==> config.mk <==
export PLATFORM = sky130hd
export DESIGN_NAME = clock_time_controller
export DESIGN_NICKNAME = d
export VERILOG_FILES = /design/src/rtl/clock_pkg.sv /design/src/rtl/btn_edge_detect.sv /design/src/rtl/clock_time_controller.sv
export SDC_FILE = /design/constraint.sdc
export NUM_CORES = 1
export LEC_CHECK = 0
export ABC_AREA = 0
export CAP_MARGIN = 30
export CORE_UTILIZATION = 47
export DETAILED_ROUTE_END_ITERATION = 6
export PLACE_DENSITY_LB_ADDON = 0.05
export SLEW_MARGIN = 20
export SYNTH_ARGS = -nofsm -noshare
export SYNTH_HDL_FRONTEND = slang
export SYNTH_SLANG_ARGS = --single-unit
==> constraint.sdc <==
create_clock -name Clock -period 1.8 [get_ports Clock]
set_input_delay 0.18 -clock Clock [delete_from_list [all_inputs] [get_ports Clock]]
set_output_delay 0.18 -clock Clock [all_outputs]
set_load 0.01 [all_outputs]
==> src/rtl/clock_pkg.sv <==
// Shared definitions for the digital clock timekeeping block.
//   clock_state_e   : set-mode FSM state (RUN, SET_HOUR, SET_MIN)
//   *_W             : field widths for seconds, minutes and hours
//   *_MAX           : inclusive field limits
//   inc_wrap60()    : increment a 6-bit field, wrapping at the given limit
package clock_pkg;

  typedef enum logic [1:0] {
    StRun     = 2'd0,
    StSetHour = 2'd1,
    StSetMin  = 2'd2
  } clock_state_e;

  localparam int unsigned SEC_W  = 6;
  localparam int unsigned MIN_W  = 6;
  localparam int unsigned HOUR_W = 5;

  localparam logic [SEC_W-1:0]  SEC_MAX     = 6'd59;
  localparam logic [MIN_W-1:0]  MIN_MAX     = 6'd59;
  localparam logic [HOUR_W-1:0] HOUR_MAX_24 = 5'd23;
  localparam logic [HOUR_W-1:0] HOUR_MAX_12 = 5'd12;

  function automatic logic [5:0] inc_wrap60(input logic [5:0] value, input logic [5:0] limit);
    return (value == limit) ? 6'd0 : value + 6'd1;
  endfunction

endpackage

==> src/rtl/btn_edge_detect.sv <==
// Rising-edge detector for a debounced, synchronous button level.
//   Clock : clock
//   Reset : synchronous active-high reset, clears the level history
//   level : button level
//   rise  : high for the cycle in which level is 1 and was 0 on the previous edge
module btn_edge_detect (
  input  logic Clock,
  input  logic Reset,
  input  logic level,
  output logic rise
);

  logic level_q;

  always_ff @(posedge Clock) begin
    if (Reset) begin
      level_q <= 1'b0;
    end else begin
      level_q <= level;
    end
  end

  // Only consumed by registered logic in the parent, so outputs there stay registered.
  assign rise = level & ~level_q;

endmodule

==> src/rtl/clock_time_controller.sv <==
// Timekeeping and time-set sequencer for the digital clock.
// Divides Tick down to 1 Hz, keeps seconds/minutes/hours, runs the button-driven set-mode FSM
// and emits one-cycle carry pulses for the downstream display and alarm chains.
// Build option: define CLOCK_12H_EN for 12-hour mode (Hours 1..12 plus Pm); default is 24-hour.
//   Clock, Reset (sync, active-high), Tick (prescaler enable), ModeBtn, IncBtn (debounced levels)
//   Seconds, Minutes, Hours, Pm          : time fields
//   SecTick, MinTick, HourTick           : one-cycle carry pulses
//   SetMode (0 RUN, 1 SET_HOUR, 2 SET_MIN), Blink (blanking for the edited field)
module clock_time_controller
  import clock_pkg::*;
#(
  parameter int unsigned TicksPerSecond = 1000
) (
  input  logic              Clock,
  input  logic              Reset,
  input  logic              Tick,
  input  logic              ModeBtn,
  input  logic              IncBtn,
  output logic [SEC_W-1:0]  Seconds,
  output logic [MIN_W-1:0]  Minutes,
  output logic [HOUR_W-1:0] Hours,
  output logic              Pm,
  output logic              SecTick,
  output logic              MinTick,
  output logic              HourTick,
  output logic [1:0]        SetMode,
  output logic              Blink
);

  localparam int unsigned PW = (TicksPerSecond > 1) ? $clog2(TicksPerSecond) : 1;
  localparam logic [PW-1:0] PrescMax = PW'(TicksPerSecond - 1);
  localparam logic [PW-1:0] HalfCnt  = PW'(TicksPerSecond / 2);

`ifdef CLOCK_12H_EN
  localparam logic [HOUR_W-1:0] HourReset = HOUR_MAX_12;
`else
  localparam logic [HOUR_W-1:0] HourReset = 5'd0;
`endif

  clock_state_e      state_q, state_d;
  logic [PW-1:0]     presc_q, presc_d;
  logic [SEC_W-1:0]  sec_q, sec_d;
  logic [MIN_W-1:0]  min_q, min_d;
  logic [HOUR_W-1:0] hour_q, hour_d, hour_inc;
  logic              sec_tick_q, sec_tick_d;
  logic              min_tick_q, min_tick_d;
  logic              hour_tick_q, hour_tick_d;
  logic              blink_q, blink_d;
  logic              hour_step, wrap;
  logic              mode_rise, inc_rise;

  btn_edge_detect u_mode_edge (
    .Clock (Clock),
    .Reset (Reset),
    .level (ModeBtn),
    .rise  (mode_rise)
  );

  btn_edge_detect u_inc_edge (
    .Clock (Clock),
    .Reset (Reset),
    .level (IncBtn),
    .rise  (inc_rise)
  );

`ifdef CLOCK_12H_EN
  logic pm_q, pm_d;
  assign hour_inc = (hour_q == HOUR_MAX_12) ? 5'd1 : hour_q + 5'd1;
  // Pm flips whenever the hour advances from 11 to 12, via carry or manual set.
  assign pm_d     = pm_q ^ (hour_step && (hour_q == 5'd11));
  assign Pm       = pm_q;

  always_ff @(posedge Clock) begin
    if (Reset) begin
      pm_q <= 1'b0;
    end else begin
      pm_q <= pm_d;
    end
  end
`else
  assign hour_inc = (hour_q == HOUR_MAX_24) ? 5'd0 : hour_q + 5'd1;
  assign Pm       = 1'b0;
`endif

  always_comb begin
    state_d     = state_q;
    presc_d     = presc_q;
    sec_d       = sec_q;
    min_d       = min_q;
    hour_step   = 1'b0;
    sec_tick_d  = 1'b0;
    min_tick_d  = 1'b0;
    hour_tick_d = 1'b0;
    wrap        = Tick && (presc_q == PrescMax);

    if (Tick) begin
      presc_d = wrap ? '0 : presc_q + 1'b1;
    end

    // A mode edge always takes priority, so a simultaneous increment is dropped.
    unique case (state_q)
      StRun: begin
        if (mode_rise) begin
          state_d = StSetHour;
          sec_d   = '0;
        end else if (wrap) begin
          sec_tick_d = 1'b1;
          sec_d      = inc_wrap60(sec_q, SEC_MAX);
          if (sec_q == SEC_MAX) begin
            min_tick_d = 1'b1;
            min_d      = inc_wrap60(min_q, MIN_MAX);
            if (min_q == MIN_MAX) begin
              hour_tick_d = 1'b1;
              hour_step   = 1'b1;
            end
          end
        end
      end
      StSetHour: begin
        if (mode_rise) begin
          state_d = StSetMin;
        end else if (inc_rise) begin
          hour_step = 1'b1;
        end
      end
      StSetMin: begin
        if (mode_rise) begin
          state_d = StRun;
          presc_d = '0;
        end else if (inc_rise) begin
          min_d = inc_wrap60(min_q, MIN_MAX);
        end
      end
      default: begin
        // Illegal code 3: recover to RUN as a normal RUN entry.
        state_d = StRun;
        presc_d = '0;
      end
    endcase

    hour_d  = hour_step ? hour_inc : hour_q;
    // Computed from next-state values so the registered Blink tracks the prescaler register.
    blink_d = (state_d != StRun) && (presc_d < HalfCnt);
  end

  always_ff @(posedge Clock) begin
    if (Reset) begin
      state_q     <= StRun;
      presc_q     <= '0;
      sec_q       <= '0;
      min_q       <= '0;
      hour_q      <= HourReset;
      sec_tick_q  <= 1'b0;
      min_tick_q  <= 1'b0;
      hour_tick_q <= 1'b0;
      blink_q     <= 1'b0;
    end else begin
      state_q     <= state_d;
      presc_q     <= presc_d;
      sec_q       <= sec_d;
      min_q       <= min_d;
      hour_q      <= hour_d;
      sec_tick_q  <= sec_tick_d;
      min_tick_q  <= min_tick_d;
      hour_tick_q <= hour_tick_d;
      blink_q     <= blink_d;
    end
  end

  assign Seconds  = sec_q;
  assign Minutes  = min_q;
  assign Hours    = hour_q;
  assign SecTick  = sec_tick_q;
  assign MinTick  = min_tick_q;
  assign HourTick = hour_tick_q;
  assign SetMode  = state_q;
  assign Blink    = blink_q;

endmodule

==> results of run 1 <==
-- state kept, by name (all words and copies together), names as in the netlist --
| signal | flops |
|---|---|
| Hours | 5 |
| u_inc_edge.level_q | 1 |
| u_mode_edge.level_q | 1 |
| HourTick | 1 |
| Minutes | 6 |
| presc_q | 10 |
| MinTick | 1 |
| Seconds | 6 |
| SetMode | 2 |
| SecTick | 1 |
| Blink | 1 |
-- kinds of logic after synthesis --
kind of cell	count (synthesis)
AND/OR/NAND/NOR	96
other	1
XOR/XNOR	15
flip-flops	35
multiplexers	6
buffers and inverters	14
AO/OA/AOI/OAI	35
adder cells (fa/ha/maj)	4
-- power by group --
group	leakage, nW	switching (W)	internal, W
sequential	0.286	0.0000222	0.000799
combinational	0.691	0.000114	0.000119
clock	0.0422	0.000267	0.000271
total	1.02	0.000403	0.00119
-- cell usage in the layout, fill, tap and decap left out, drive strengths merged, types with 4 or more instances in the layout --
cell and instances:
nand2 15, ha 4, dfxtp 35, mux2i 5
nor2b 5, a21oi 8, or3 4, and3 5
o21ai 8, nor3 5, clkbuf 7, buf 42
nand2b 7, nor2 29, xor2 10, nand3 5
xnor2 5, inv 5, clkdlybuf4s50 27
-- area by class of cell --
type	instances	area [um2]	area share, %
inverter	5	18.8	0.721
timing repair buffer	69	597	22.9
clock buffer	7	76.3	2.93
multi-input combinational	157	1140	43.8
sequential	35	707	27.2
tap	48	60.1	2.31
clock inverter	1	5.00	0.192
-- how the worst max path moves through the flow --
stage                from       end  slack [ns]  cells past startpoint
3_5_place_dp         Tick     Blink       -0.28                      7
3_3_place_gp         Tick     Blink       -0.17                      7
6_report       presc_q[4]     Blink      -0.005                      6
2_1_floorplan  presc_q[0]  Hours[2]        0.02                      7
5_1_grt        presc_q[4]     Blink       -0.03                      6
4_1_cts        presc_q[5]     Blink       0.004                      6
-- timing repair --
action                     in CTS  in global routing
buffers inserted                3                  2
setup endpoints to repair       3                 10
resized for setup              12                 17
pin swaps                       3                  9
-- metrics by stage --
stage / setup TNS, ns / std cells
3_5_place_dp: -1.98 / 309
2_1_floorplan: 0 / 206
5_1_grt: -0.197 / 322
3_3_place_gp: -1.23 / 309
6_report: -0.00464 / 322
4_1_cts: 0 / 320
-- per-layer routing --
| layer | GRT usage (%) | routed length (um) |
|---|---|---|
| met1 | 24.4 | 1890 |
| met2 | 43.5 | 2380 |
| met3 | 5.43 | 105 |
| met4 | 8.24 | 63 |
| met5 | 0 | 0 |
==> key figures, run 1 <==
Synthesis
  – Synth Area in Simple Gates: 29.2%
  – Cells after synthesis: 206
  – Largest family of logic cells by synthesized area: simple AND/OR/NAND/NOR gates
  – Synth cell count leaders: dfxtp_1, nor2_1, nand2_1
  – Post-Synthesis Net Count: roughly 220
  – Compound-Gate Fraction of Synth Area: ~14%
  – Top cells by area, synth: dfxtp_1, nor2_1, xor2_1
  – Mux cell area share after synthesis: between 3 and 4%
  – Post-Synth XOR/XNOR Area: 7.35%
  – Post-synth EDFFs: 0
  – Synth Register Bits: 35
  – Post-Syn Area: about 1800 um2
  – Share of the synthesized area in the top cell type: 39.2%
  – Distinct cells, synth: 50
  – Avg Inst Size Synth: 8.68 um2
  – Yosys top cell by area: dfxtp_1
  – Sequential cell area fraction in the yosys report: approximately two fifths
  – Count leader, synth: dfxtp_1
  – Top FF cell, synth: dfxtp_1
  – Yosys warns: 0
  – Post-Synth Adder-Cell Area: under 10%
  – Post-synth ARST share: 0%

Outcome
  – Violated checks: setup timing
  – Outcome: finished, violations left

Clocking
  – Clock tree buffer depth: 2
  – Hold-fix buffers at CTS: 0
  – Register clock-pin slew on the reported worst setup and hold paths: 0.07 ns
  – CTS Sinks: 35
  – CTS H-Tree Depth: 2
  – Clk_lat worst skew: 0.28 ns
  – CTS tree: yes
  – Inserted Clock Buffers: 5
  – Clock Root Buffer: clkbuf_8

Detailed routing
  – Initial drt markers: 74
  – DR vias/cell: 5.34
  – Routed vias: 1720
  – Drt total wl: 4440 um
  – WL/cell: ~14 um
  – First-pass iteration count of the detailed router: 5
  – Antenna-violating nets left: 0
  – DRC errors left: 0

Placed design
  – Placed Area: 2360 um2
  – Dpl hpwl: 3190 um
  – Worst slack, placed: -0.282 ns
  – IO Port Bufs: 27
  – Final Wtd Congestion: 0.829

Setup path
  – Slowest stage delay, CP: 0.47 ns
  – Reg2reg end: Blink
  – Worst r2r src: presc_q[4]
  – Crit Path Category: reg2reg
  – CP Capture Type: flop
  – Critical Path Source Type: flop
  – Worst Path Required: 1.97 ns
  – Critical-path maximum fanout: 3
  – Worst reg2reg setup slack: -0.005 ns
  – WP buf/inv: 1
  – Worst R2R Path Depth: 6
  – Worst EP arrival: 1.98 ns
  – Critical path cell sequence: and4b_1, nor3b_4, buf_4, nand2b_4, or4_1, o221a_1
  – Largest delay share family, worst path: simple AND/OR/NAND/NOR gates
  – Slowest cell on crit path: or4_1

Power
  – VDD IR max: roughly 470 uV
  – Pwr Total: 0.00159 W
  – Leak: roughly 1.0 nW
  – PwrDens: 612 nW/um2

STA
  – Peak Freq: 554 MHz
  – Minimum hold slack: 0.477 ns
  – Final setup fails: 1
  – Final hold vios: 0
  – Clock Skews: about 0.0073 ns
  – Slew Viols, Final: 0
  – Post-route clock period utilization: 100%
  – Final setup margin: -0.00464 ns
  – RSZ-0062 raised after global routing: true
  – Tmin final: 1.80 ns

Finish
  – Number of diodes: 0
  – Nets: around 280
  – Final core area utilization: 71.1%
  – Fillcell total: between 200 and 300
  – Layout Cell Area excl Fill: 2600 um2
  – Synth-to-layout area growth: 45.6%
  – Layout cell share with drive strength beyond 1: 27.4%

Die
  – Starting density of the core: 48.8%
  – Die X: 63.7 um
  – Die Y: between 60 and 70 um
  – Cell row count: 22
  – Die Area: 4060 um2
  – Core area: 3660 um2
  – Ports: 29

GRT
  – Largest net degree at the start of global routing: 11
  – First-pass GRT wire length: 7390 um
  – Tot GR Track Use: 23.0%
  – Vias in the first global route: 1733
  – Initial antenna violation count: 0
  – Gr ovfl total: 0

Worst hold path
  – Hold depth: 2
  – Min-delay src: ModeBtn
  – Hold WC Path Type: in2reg
  – Hold endpoint: u_mode_edge.level_q

Run
  – Max-cap violation count: 0
Power figures use the tool's default switching activity.
==> run 2: changes to the inputs <==
Settings changed: ABC_AREA 0 to 1, CORE_UTILIZATION 47 to 48.
==> run 2 against run 1 <==
The run now ends clean. Non-clock buffer count down 35. Hold slack got worse by 0.041 ns. Design area down 7.3%. Sequential power is 1% lower. Core utilization down 7.1 points. Synthesized cell count grew 35%. First-iteration DRC count increased by 15%. Routed wire length down 6.0%. Clock skew shrank 0.0032 ns. Register-to-register slack improved by 0.22 ns. Sequential cell count unchanged. Clock-buffer cell count decreased by 1. Largest cell class unchanged.
==> key figures, run 2 <==
Outcome
  – Outcome: complete, no violations (was finished, violations left)

GRT
  – Tot GR Track Use: 21.9% (was 23.0%)
  – First-pass GRT wire length: 7250 um (was 7390 um)
  – Initial antenna violation count: 0 (unchanged)
  – Gr ovfl total: 0 (unchanged)
  – Largest net degree at the start of global routing: 25 (was 11)
  – Vias in the first global route: 1671 (was 1733)

Finish
  – Area taken by multi-input logic gates: 1060 um2 (was 1140 um2)
  – Fillcell total: 352 (was 285)
  – Most frequent cells in the layout: nand2_1, nor2_1, dfxtp_1 (was buf_4, dfxtp_1, nor2_1)
  – Layout Cell Area excl Fill: 2410 um2 (was 2600 um2)
  – Synth-to-layout area growth: 24.7% (was 45.6%)
  – Final core area utilization: 64.0% (was 71.1%)
  – Max FFs per register: 10 (unchanged)
  – Layout cell share with drive strength beyond 1: 12.4% (was 27.4%)
  – Most common cell after layout, fill and taps aside: nand2_1 (was buf_4)
  – Number of diodes: 0 (unchanged)
  – FF/Latch Area: 701 um2 (was 707 um2)
  – Nets: 323 (was 282)
  – Biggest register: presc_q (unchanged)

Setup path
  – Reg2reg end: Blink (unchanged)
  – Worst r2r src: presc_q[0] (was presc_q[4])
  – Worst reg2reg setup slack: 0.22 ns (was -0.005 ns)
  – Worst Path Required: 1.99 ns (was 1.97 ns)
  – Worst R2R Path Depth: 10 (was 6)
  – CP most frequent cell: nand2_1
  – Critical-path maximum fanout: 5 (was 3)
  – Largest delay share family, worst path: simple AND/OR/NAND/NOR gates (unchanged)
  – Worst EP arrival: 1.77 ns (was 1.98 ns)
  – Critical Path Source Type: flop (unchanged)
  – WP buf/inv: 1 (unchanged)
  – Crit Path Category: reg2reg (unchanged)
  – CP Capture Type: flop (unchanged)
  – Critical path cell sequence: ha_1, nand3_1, nor2_2, nand2_1, nand2_1, nand4_1, nor2_1, nand3_1, nand2_1, inv_1 (was and4b_1, nor3b_4, buf_4, nand2b_4, or4_1, o221a_1)
  – Slowest stage delay, CP: 0.39 ns (was 0.47 ns)
  – Levels on crit path: 10 (was 6)
  – Slowest cell on crit path: dfxtp_1 (was or4_1)

Clocking
  – Register clock-pin slew on the reported worst setup and hold paths: 0.07 ns (about the same)
  – Hold-fix buffers at CTS: 0 (unchanged)
  – Clock Root Buffer: clkbuf_8 (unchanged)
  – Clock tree buffer depth: 2 (unchanged)
  – CTS tree: yes (unchanged)
  – Number of setup buffers added after CTS: 0 (was 3)
  – Post-cts resize count: 0 (was 12)
  – CTS Sinks: 35 (unchanged)
  – Clk_lat worst skew: 0.28 ns (about the same)
  – Inserted Clock Buffers: 5 (unchanged)
  – CTS H-Tree Depth: 2 (unchanged)

Die
  – Starting density of the core: 51.3% (was 48.8%)
  – Cell row count: 22 (unchanged)
  – Die Area: 4290 um2 (was 4060 um2)
  – Die Y: 65.5 um (was 63.7 um)
  – Core area: 3770 um2 (was 3660 um2)
  – Die X: 65.5 um (was 63.7 um)
  – Ports: 29 (unchanged)

Synthesis
  – Sequential cell area fraction in the yosys report: 36.2% (was 39.2%)
  – Cells after synthesis: 278 (was 206)
  – Distinct cells, synth: 35 (was 50)
  – Post-Synthesis Net Count: 287 (was 215)
  – Avg Inst Size Synth: 6.96 um2 (was 8.68 um2)
  – Synth cell count leaders: nand2_1, nor2_1, dfxtp_1 (was dfxtp_1, nor2_1, nand2_1)
  – Top FF cell, synth: dfxtp_1 (unchanged)
  – Top cells by area, synth: dfxtp_1, nand2_1, nor2_1 (was dfxtp_1, nor2_1, xor2_1)
  – Yosys top cell by area: dfxtp_1 (unchanged)
  – Share of the synthesized area in the top cell type: 36.2% (was 39.2%)
  – Post-synth EDFFs: 0 (unchanged)
  – Count leader, synth: nand2_1 (was dfxtp_1)
  – Post-Syn Area: 1940 um2 (was 1790 um2)
  – Synth Register Bits: 35 (unchanged)
  – Post-synth ARST share: 0% (unchanged)
  – Yosys warns: 0 (unchanged)

STA
  – Slew Viols, Final: 0 (unchanged)
  – Clock Skews: 0.00407 ns (was 0.00730 ns)
  – Final setup margin: 0.220 ns (was -0.00464 ns)
  – Final hold vios: 0 (unchanged)
  – Peak Freq: 633 MHz (was 554 MHz)
  – RSZ-0062 raised after global routing: false (was true)
  – Tmin final: 1.58 ns (was 1.80 ns)
  – Total Neg Setup Slack: 0 ns (was -0.00464 ns)
  – Post-route clock period utilization: 87.8% (was 100%)
  – Final setup fails: 0 (was 1)

Placed design
  – Dpl hpwl: 3120 um (was 3190 um)
  – Final Wtd Congestion: 0.877 (was 0.829)
  – Placed Area: 2300 um2 (was 2360 um2)
  – Worst slack, placed: 0.0467 ns (was -0.282 ns)
  – IO Port Bufs: 27 (unchanged)

Power
  – P_int: 0.00131 W (was 0.00119 W)
  – Pwr Total: 0.00171 W (was 0.00159 W)
  – Clock power frac: 42.3% (was 33.8%)
  – Leak: 1.03 nW (was 1.02 nW)
  – Reg power frac: 47.5% (was 51.6%)
  – Gate power share: 10.2% (was 14.6%)
  – Sw power: 0.000397 W (was 0.000403 W)
  – PwrDens: 709 nW/um2 (was 612 nW/um2)
  – VDD IR max: 472 uV (was 469 uV)
  – Switch share: 23.2% (was 25.3%)

Worst hold path
  – Hold WC Path Type: in2reg (unchanged)
  – Hold depth: 3 (was 2)
  – Min-delay src: IncBtn (was ModeBtn)
  – Hold endpoint: u_inc_edge.level_q (was u_mode_edge.level_q)

Run
  – Max-cap violation count: 0 (unchanged)

Detailed routing
  – WL/cell: 11.5 um (was 13.8 um)
  – Routed vias: 1816 (was 1720)
  – Initial drt markers: 85 (was 74)
  – First-pass iteration count of the detailed router: 4 (was 5)
  – Antenna-violating nets left: 0 (unchanged)
  – Drt total wl: 4170 um (was 4440 um)
  – DR vias/cell: 5.00 (was 5.34)
  – DRC errors left: 0 (unchanged)
[run 2: worst max-delay path by stage]
stage,startpoint,to
after global routing,presc_q[0],Blink
after floorplan,Seconds[0],Hours[2]
final,presc_q[0],Blink
after CTS,presc_q[0],Seconds[0]
after global placement,Tick,Blink
after detailed placement,Tick,Blink
[run 2: power by group through the flow]
stage	Combinational [W]	Sequential, W	Clock (W)
floorplan	0.000109	0.000832	0
global placement	0.000175	0.000829	0
detailed placement	0.000175	0.000830	0
CTS	0.000175	0.000812	0.000735
global route	0.000196	0.000815	0.000774
finish	0.000174	0.000812	0.000724
[run 2: worst register-to-register path: cells and delay by family (launching register included)]
family / cells / cell delay [ns]
flip-flops: 1 / 0.39
AND/OR/NAND/NOR: 8 / 0.82
buffers and inverters: 1 / 0.03
adder cells (fa/ha/maj): 1 / 0.25
[run 2: kinds of logic after synthesis]
group	Yosys count	share of synthesized area [%]
AO/OA/AOI/OAI	26	7.56
other	1	0.194
flip-flops	35	36.2
adder cells (fa/ha/maj)	4	2.59
AND/OR/NAND/NOR	161	40.2
buffers and inverters	42	9.18
XOR/XNOR	9	4.07
[run 2: layout make-up]
cell class,count,share of cell area (%)
clock inverters,2,1.45
multi-input cells,201,43.8
clock buffers,6,3.42
well taps,48,2.49
repair buffers,34,13.9
inverters,37,5.91
flip-flops and latches,35,29.0
[run 2: layer usage]
layer / GRT usage [%] / share of wire, % / vias to the layer above
li1: - / - / 963
met1: 30.1 / 52 / 799
met2: 33.9 / 42 / 49
met3: 4.86 / 5.1 / 5
met4: 6.79 / 0.96 / 0
met5: 0 / 0 / -
[run 2: metrics by stage]
step	instances	hold slack (ns)
finish	363	0.436
global route	363	0.463
CTS	363	0.438
detailed placement	355	0.498
global placement	355	0.490
floorplan	278	0.305
